==> src/rtl/tff_counter_ctrl.sv <==
// Sequencer driving an external T flip-flop bank through a count sequence.
// It computes per-bit toggles and checks the bank's q feedback.
module tff_counter_ctrl #(
  parameter int WIDTH = 4
) (
  input  logic             clk,
  input  logic             clear,
  input  logic             start,
  input  logic             pause,
  input  logic             up,
  input  logic             wrap_en,
  input  logic [WIDTH-1:0] limit,
  input  logic [WIDTH-1:0] q_in,
  output logic [WIDTH-1:0] t_out,
  output logic             busy,
  output logic             done,
  output logic             tc,
  output logic             err
);

  typedef enum logic [1:0] {
    S_IDLE,
    S_LOAD,
    S_RUN,
    S_DONE
  } state_t;

  localparam logic [WIDTH-1:0] ONE = {{(WIDTH-1){1'b0}}, 1'b1};

  state_t           r_state;
  state_t           w_state_nxt;
  logic             r_dir;
  logic             r_wrap;
  logic [WIDTH-1:0] r_limit;
  logic [WIDTH-1:0] r_exp;
  logic             r_tc;
  logic             r_err;

  logic [WIDTH-1:0] w_exp_nxt;
  logic [WIDTH-1:0] w_sv;
  logic [WIDTH-1:0] w_cnt_nxt;
  logic [WIDTH-1:0] w_t;
  logic             w_term;
  logic             w_cap;
  logic             w_tc_nxt;
  logic             w_chk;

  // Next state, next expected count and toggle vector.
  always_comb begin
    w_state_nxt = r_state;
    w_exp_nxt   = r_exp;
    w_t         = '0;
    w_cap       = 1'b0;
    w_tc_nxt    = 1'b0;
    w_sv        = r_dir ? '0 : r_limit;
    // Up never passes the limit since it starts at 0.
    w_term      = r_dir ? (r_exp >= r_limit)
                        : (r_exp == '0);
    if (r_dir) begin
      w_cnt_nxt = w_term ? '0 : r_exp + ONE;
    end else begin
      w_cnt_nxt = w_term ? r_limit : r_exp - ONE;
    end
    unique case (r_state)
      S_IDLE: begin
        if (start) begin
          w_cap       = 1'b1;
          w_state_nxt = S_LOAD;
        end
      end
      S_LOAD: begin
        w_t         = q_in ^ w_sv;
        w_exp_nxt   = w_sv;
        w_state_nxt = S_RUN;
      end
      S_RUN: begin
        // Pause wins over the terminal check.
        if (!pause) begin
          if (w_term && !r_wrap) begin
            w_state_nxt = S_DONE;
          end else begin
            w_t       = q_in ^ w_cnt_nxt;
            w_exp_nxt = w_cnt_nxt;
            w_tc_nxt  = w_term;
          end
        end
      end
      S_DONE: begin
        if (start) begin
          w_cap       = 1'b1;
          w_state_nxt = S_LOAD;
        end
      end
      default: w_state_nxt = S_IDLE;
    endcase
  end

  assign w_chk = (r_state == S_RUN) ||
                 (r_state == S_DONE);

  // State register.
  always_ff @(posedge clk) begin
    if (clear) r_state <= S_IDLE;
    else       r_state <= w_state_nxt;
  end

  // Sequence settings, captured only on an accepted start.
  always_ff @(posedge clk) begin
    if (clear) begin
      r_dir   <= 1'b0;
      r_wrap  <= 1'b0;
      r_limit <= '0;
    end else if (w_cap) begin
      r_dir   <= up;
      r_wrap  <= wrap_en;
      r_limit <= limit;
    end
  end

  // Expected bank value and wrap pulse.
  always_ff @(posedge clk) begin
    if (clear) begin
      r_exp <= '0;
      r_tc  <= 1'b0;
    end else begin
      r_exp <= w_exp_nxt;
      r_tc  <= w_tc_nxt;
    end
  end

  // Sticky feedback error.
  always_ff @(posedge clk) begin
    if (clear) begin
      r_err <= 1'b0;
    end else if (w_chk && (q_in != r_exp)) begin
      r_err <= 1'b1;
    end
  end

  assign t_out = clear ? '0 : w_t;
  assign busy  = (r_state == S_LOAD) ||
                 (r_state == S_RUN);
  assign done  = (r_state == S_DONE);
  assign tc    = r_tc;
  assign err   = r_err;

endmodule

==> config.mk <==
export PLATFORM = sky130hd
export DESIGN_NAME = tff_counter_ctrl
export DESIGN_NICKNAME = d
export VERILOG_FILES = /design/src/rtl/tff_counter_ctrl.sv
export SDC_FILE = /design/constraint.sdc
export NUM_CORES = 1
export LEC_CHECK = 0
export BUFFER_PORTS_ARGS = -buffer_cell sky130_fd_sc_hd__buf_2
export CAP_MARGIN = 10
export CORE_MARGIN = 5
export CORE_UTILIZATION = 35
export CTS_BUF_LIST = sky130_fd_sc_hd__clkbuf_8
export CTS_CLUSTER_DIAMETER = 60
export DETAILED_ROUTE_END_ITERATION = 10
export GPL_ROUTABILITY_DRIVEN = 0
export SLEW_MARGIN = 20
export SYNTH_ARGS = -nofsm -noshare
export SYNTH_HDL_FRONTEND = slang
export SYNTH_SLANG_ARGS = --single-unit
==> constraint.sdc <==
create_clock -name clk -period 2.09 [get_ports clk]
set_input_delay 0 -clock clk [delete_from_list [all_inputs] [get_ports clk]]
set_output_delay 0 -clock clk [all_outputs]
set_load 0.05 [all_outputs]
=== After elaboration in Yosys (flattened, before gate mapping) ===
Index checks and enable logic that the tools add are counted.

* Register bits: 14
* Input bits: 14
* Logic and storage cells: 51

* Add/sub/neg operators: 2
* $lt $le $gt $ge: 1
* Equality and inequality tests: 8
* Mux-type cells: 18
* Bitwise gates (word level): 3
* Reduce and logical (&&, ||, !) cells: 12

{| class="wikitable"
|+ Operators by type and width
! cell !! number
|-
| two-way mux 4 bit || 9
|-
| case mux 4 bit (2 select lines) || 2
|-
| bitwise XOR 4 bit || 2
|-
| two-way mux 2 bit || 3
|-
| inequality test 2 bit, second input constant || 3
|-
| case mux 2 bit (3 select lines) || 1
|-
| AND reduction 3 bit || 2
|-
| adder 4 x 1 -> 4 bit, second input constant || 1
|-
| == test 2 bit, second input constant || 2
|-
| >= comparator 4 bit || 1
|-
| zero test 4 bit || 1
|-
| inequality test 4 bit || 1
|-
| OR reduction 4 bit || 1
|-
| subtractor 4 x 1 -> 4 bit, second input constant || 1
|-
| two-way mux 1 bit || 3
|-
| == test 2 x 1 -> 1 bit, second input constant || 1
|-
| logical AND 1 bit || 2
|-
| zero test 2 bit || 1
|-
| logical OR 1 bit || 2
|-
| inequality test 2 x 1 -> 1 bit, second input constant || 1
|-
| nonzero test 2 bit || 1
|-
| OR reduction 2 bit || 1
|-
| zero test 1 bit || 1
|-
| NOT 1 bit || 1
|}

=== Depth between registers and ports, before layout ===
* Depth after elaboration: 9
* Mapped depth: 8
* Mapped depth without buffers: 7

=== Least setup slack after synthesis ===
No wires, ideal clock.

* Kind: register to output
* Start: register r_exp[0]
* End: output port t_out[3]
* Arrival time: 2647 ps
* Required time: 2090 ps
* Setup slack: -557 ps
* Cell stages (with the launch flop): 8
* Buffers on the path: 0
* Cells stage by stage: dfxtp_1 > inv_1 > ha_1 > nor3b_2 > o211a_1 > o311a_1 > a21boi_0 > a2bb2oi_1

* Word-level cells in the longest chain between the ends: 9
* Elaborated cells on any way between the ends: 14

{| class="wikitable"
|+ RTL lines
! what !! line !! source
|-
| from (decl) || 35 || <nowiki>logic [WIDTH-1:0] r_exp;</nowiki>
|-
| from (signal assigned) || 126 || <nowiki>r_exp <= w_exp_nxt;</nowiki>
|-
| >= comparator 4 bit / zero test 4 bit (equally long branches) || 57, 58 ||
|-
| two-way mux 1 bit || 57 || <nowiki>w_term = r_dir ? (r_exp >= r_limit)</nowiki>
|-
| two-way mux 4 bit, on equally long branches || 62, 60 ||
|-
| two-way mux 4 bit || 59 || <nowiki>if (r_dir) begin</nowiki>
|-
| bitwise XOR 4 bit || 82 || <nowiki>w_t = q_in ^ w_cnt_nxt;</nowiki>
|-
| two-way mux 4 bit (*) || 79 || <nowiki>if (w_term && !r_wrap) begin</nowiki>
|-
| two-way mux 4 bit (*) || 78 || <nowiki>if (!pause) begin</nowiki>
|-
| case mux 4 bit (2 select lines) (*) || 64 || <nowiki>unique case (r_state)</nowiki>
|-
| two-way mux 4 bit (*) || 140 || <nowiki>assign t_out = clear ? '0 : w_t;</nowiki>
|-
| to (decl) || 14 || <nowiki>output logic [WIDTH-1:0] t_out,</nowiki>
|}

Mark *: on every way between the ends. The rest lies on a longest branch, timed or not.

=== Final worst setup path ===
* Start: register r_limit[3]
* End: output port t_out[0]

* Word-level cells in the longest chain between the ends: 9
* Elaborated cells on any way between the ends: 11

{| class="wikitable"
|+ RTL lines
! what !! line !! source
|-
| from (decl) || 34 || <nowiki>logic [WIDTH-1:0] r_limit;</nowiki>
|-
| from (signal assigned) || 116 || <nowiki>r_limit <= limit;</nowiki>
|-
| >= comparator 4 bit (*) || 57 ||
|-
| two-way mux 1 bit (*) || 57 ||
|-
| two-way mux 4 bit, on equally long branches || 62, 60 ||
|-
| two-way mux 4 bit || 59 ||
|-
| bitwise XOR 4 bit || 82 ||
|-
| two-way mux 4 bit (*) || 79 ||
|-
| two-way mux 4 bit (*) || 78 ||
|-
| case mux 4 bit (2 select lines) (*) || 64 ||
|-
| two-way mux 4 bit (*) || 140 ||
|}

Marked as above.

==> key figures <==
Outcome
  – Status: complete, but fails checks
  – Failing checks: negative setup slack

Clock network
  – Max clock buf depth: 2
  – Clock slew seen by the registers of the worst setup and hold paths: 0.06 ns
  – Clock tree from TritonCTS: done
  – CTS Root Cell: sky130_fd_sc_hd__clkbuf_8
  – Clock buffers created by TritonCTS: 3
  – Clk sink count: 14
  – H-tree levels: 1
  – Clock latency on the worst-skew pair: 0.24 ns

Power and ir drop
  – Switching component of the power: 1.21 mW
  – Highest ir drop seen on vdd: 986 uV
  – Portion of total power attributed to sequential cells: 16.5%
  – Clock power frac: 8.7%
  – Combinational Power Share: 74.7%
  – Internal power: 1.34 mW
  – Sw frac: 47.4%
  – Ratio of total power to cell area: 1470 nW/um2
  – Static leakage power: 0.711 nW

Floorplanning
  – Row count: 21
  – Chip width: 69.5 um
  – Initial Utilization: 36.5%
  – Area of the core: 3390 um2
  – Die Height: 69.5 um
  – Area enclosed by the die boundary: 4820 um2
  – Top Ports: 22

Timing
  – Unrepaired setup endpoints after global routing: true
  – Timing-limited maximum frequency: 460 MHz
  – Final slew viol count: 0
  – Total count of hold-check failures in the final report: 0
  – Minimum setup slack in the final design: -0.0853 ns
  – Sum of negative setup slack: -0.279 ns
  – Transition time of the tightest slew-check pin: 0.414 ns
  – Final number of setup-violating endpoints: 4
  – Fin crit period: 2.18 ns
  – Worst clock skew: 0.00225 ns
  – Final Hold Slack: 0.00555 ns
  – Relative slew slack: 72.3%
  – Period Utilization, post-route: 104%

Yosys
  – Xor-xnor portion of the synthesized cell area: 5.66%
  – Simple-gate area share of the yosys netlist: 22.5%
  – YS warnings: 0
  – Post-synthesis cell count: 152
  – Share of the synthesized area in compound gates (AO/OA/AOI/OAI): 26.8%
  – Proportion of synthesized area in mux cells: 2.43%
  – Average cell area after synthesis: 8.14 um2
  – Primary flip-flop cell chosen by synthesis mapping: sky130_fd_sc_hd__dfxtp_1
  – Share of flip-flops with an asynchronous set or reset after synthesis: 0%
  – Combinational family with the most area after synthesis: compound AO/OA/AOI/OAI gates
  – Post-synth design cell area: 1240 um2
  – EDFF count, synth: 0
  – Synthesis-stage register bit count: 14
  – Share of synthesized area occupied by flip-flops and latches: 22.6%
  – Net count after synthesis: 176
  – Netlist cell types: 43
  – Adder-cell share of the synthesized area: 10.1%

Finish
  – Final core utilization: 51.2%
  – Layout Nets: 220
  – Layout area overhead: 40.3%
  – Area used by multi-input combinational logic: 973 um2
  – FILL cells: 306
  – Final antenna diode count: 0
  – Total non-filler cell area in the finished layout: 1740 um2
  – Area used by sequential logic in the layout: 287 um2
  – Share of layout cells above drive strength 1: 41.8%

Detailed routing
  – Post-detailed-route via-to-cell ratio: 5.33
  – Number of vias in the routed layout: 1278
  – Wire length after detailed routing: 3460 um
  – Routed wire length per instance: 14.4 um
  – Number of iterations in the first detailed-routing pass: 4
  – Post-detailed-route DRC marker count: 0
  – Detail Route Antenna Nets: 0
  – Initial drt markers: 68

Setup path
  – Startpoint class of the critical path: flop
  – Cell seen most often among critical-path stages: sky130_fd_sc_hd__buf_6
  – Crit path buffers/inverters: 3
  – Data arrival time of the critical path: 2.18 ns
  – List of cells traversed by the critical path: inv_2, ha_4, o211ai_1, o211a_1, o311a_1, buf_6, a32oi_2, a22oi_2, buf_6
  – Start of the worst register-to-register path: r_limit[3]$_SDFFE_PP0P_
  – Critical R2R Capture: r_state[1]$_SDFFE_PP0P_
  – Required time at the worst-slack endpoint: 2.09 ns
  – Worst-case reg-to-reg path depth: 8
  – CP delay by family, top: compound AO/OA/AOI/OAI gates
  – Largest fanout of any net on the critical path: 6
  – Worst setup path start: r_limit[3]$_SDFFE_PP0P_
  – Peak per-stage delay on the critical path: 0.35 ns
  – Kind of critical path: reg -> out
  – Reg2reg setup slack: 0.13 ns
  – Standard cell with the maximum stage delay on the critical path: sky130_fd_sc_hd__o311a_1
  – CP endpoint kind: output port

Global route
  – Number of global-route vias before repair: 1253
  – Combined global-route utilization of all metal layers: 14.6%
  – Wire length of the first global-routing pass: 5810 um
  – Residual overflow from global routing: 0
  – Maximum number of pins on one net before global-route repair: 16
  – Number of antenna violations at the first check in global routing: 0

Flow run
  – Number of max-cap violations: 0

Hold path
  – Class of the worst hold path: in -> reg
  – Worst hold stages: 3
  – Hold endpoint: r_limit[2]$_SDFFE_PP0P_
  – Worst Min Path Start: limit[2]

Placed design
  – Placed standard-cell area: 1500 um2
  – Half-perimeter wire length of the detailed placement result: 2600 um
  – IO buf count: 21
-- final cells by class --
cell class / instances / share of cell area (%)
clock buffer: 3 / 2.38
inverter: 12 / 2.74
multi-input combinational: 118 / 56.1
sequential: 14 / 16.5
tap: 46 / 3.31
timing repair buffer: 47 / 19.0
-- synthesized netlist by cell type (all sizes together) (3+ instances only) --
cell type / count / area, um2
nand2: 17 / 71.3
dfxtp: 14 / 280
nor2: 14 / 52.6
a21oi: 12 / 60.1
inv: 12 / 45.0
ha: 10 / 125
nand3: 10 / 50.1
xnor2: 7 / 61.3
buf: 4 / 41.3
clkbuf: 4 / 35.0
o211ai: 4 / 30.0
a32oi: 3 / 33.8
mux2i: 3 / 30.0
nand2b: 3 / 18.8
-- tightest hold or removal path, cell delays in order --
cell and delay [ns]:
sky130_fd_sc_hd__buf_2 0.10, sky130_fd_sc_hd__nand3_1 0.06, sky130_fd_sc_hd__a21oi_1 0.05
-- metrics by stage --
stage,std cells,worst slack (ns),total power [mW]
after floorplan,152,0.00781,1.65
final,240,-0.0853,2.54
after global routing,240,-0.187,2.75
after CTS,237,-0.119,2.43
after global placement,231,0.0663,2.02
after detailed placement,231,-0.00910,2.03
-- registers in the layout, summed over array words and instances (netlist names) --
name	flops
r_state	2
r_wrap	1
r_exp	4
r_dir	1
err	1
tc	1
r_limit	4
-- worst max path at each step --
stage / cells past startpoint / end / slack (ns)
6_report: 9 / t_out[0] / -0.09
5_1_grt: 9 / t_out[1] / -0.19
4_1_cts: 9 / t_out[0] / -0.12
3_5_place_dp: 9 / t_out[2] / -0.009
3_3_place_gp: 9 / t_out[2] / 0.07
2_1_floorplan: 6 / t_out[2] / 0.008
-- cells by family (layout without fill, tap and decap cells) --
| logic type | after synthesis | after routing |
|---|---|---|
| xor gates and xnor gates | 8 | 8 |
| AOI/OAI and AO/OA | 43 | 43 |
| and+or+nand+nor | 54 | 54 |
| adders and majority gates | 10 | 10 |
| DFF | 14 | 14 |
| muxes | 3 | 3 |
| buffers and inverters | 20 | 62 |
-- what timing repair did --
| item | 4_1_cts | 5_1_grt |
|---|---|---|
| gates resized for setup | 26 | 4 |
| hold buffers | 2 | 0 |
| buffers inserted | 1 | 3 |
| hold endpoints to repair | 2 | 0 |
| pin swaps | 10 | 5 |
| endpoints found under the setup margin | 6 | 6 |
-- layout by cell type (no fill, tap or decap), types with 3 or more instances in the layout --
cell type	synthesis	routed
sky130_fd_sc_hd__buf_4	1	24
sky130_fd_sc_hd__dfxtp_2	0	5
sky130_fd_sc_hd__buf_2	0	17
sky130_fd_sc_hd__nand2b_1	3	3
sky130_fd_sc_hd__nor2_1	14	14
sky130_fd_sc_hd__xnor2_1	7	7
sky130_fd_sc_hd__buf_6	3	4
sky130_fd_sc_hd__nand2_1	16	16
sky130_fd_sc_hd__ha_1	10	5
sky130_fd_sc_hd__o211ai_1	4	4
sky130_fd_sc_hd__dfxtp_1	14	9
sky130_fd_sc_hd__a21oi_1	12	11
sky130_fd_sc_hd__ha_4	0	4
sky130_fd_sc_hd__nand3_1	10	10
sky130_fd_sc_hd__inv_1	12	8
sky130_fd_sc_hd__a32oi_2	1	3
sky130_fd_sc_hd__clkbuf_8	2	3
sky130_fd_sc_hd__inv_2	0	3
-- power by group through the flow --
stage	Combinational, mW	Sequential, mW	Clock, mW
finish	1.90	0.421	0.222
global route	2.08	0.434	0.240
CTS	1.78	0.421	0.228
detailed placement	1.63	0.407	0
global placement	1.61	0.404	0
floorplan	1.20	0.450	0
-- per-layer routing --
metal	global-route usage (%)	vias to the layer above	part of all wire (%)
li1	-	635	-
met5	0	-	0
met1	18.2	600	45
met3	3.19	6	5.0
met4	4.99	0	1.4
met2	24.8	37	48
Power figures use the tool's default switching activity.
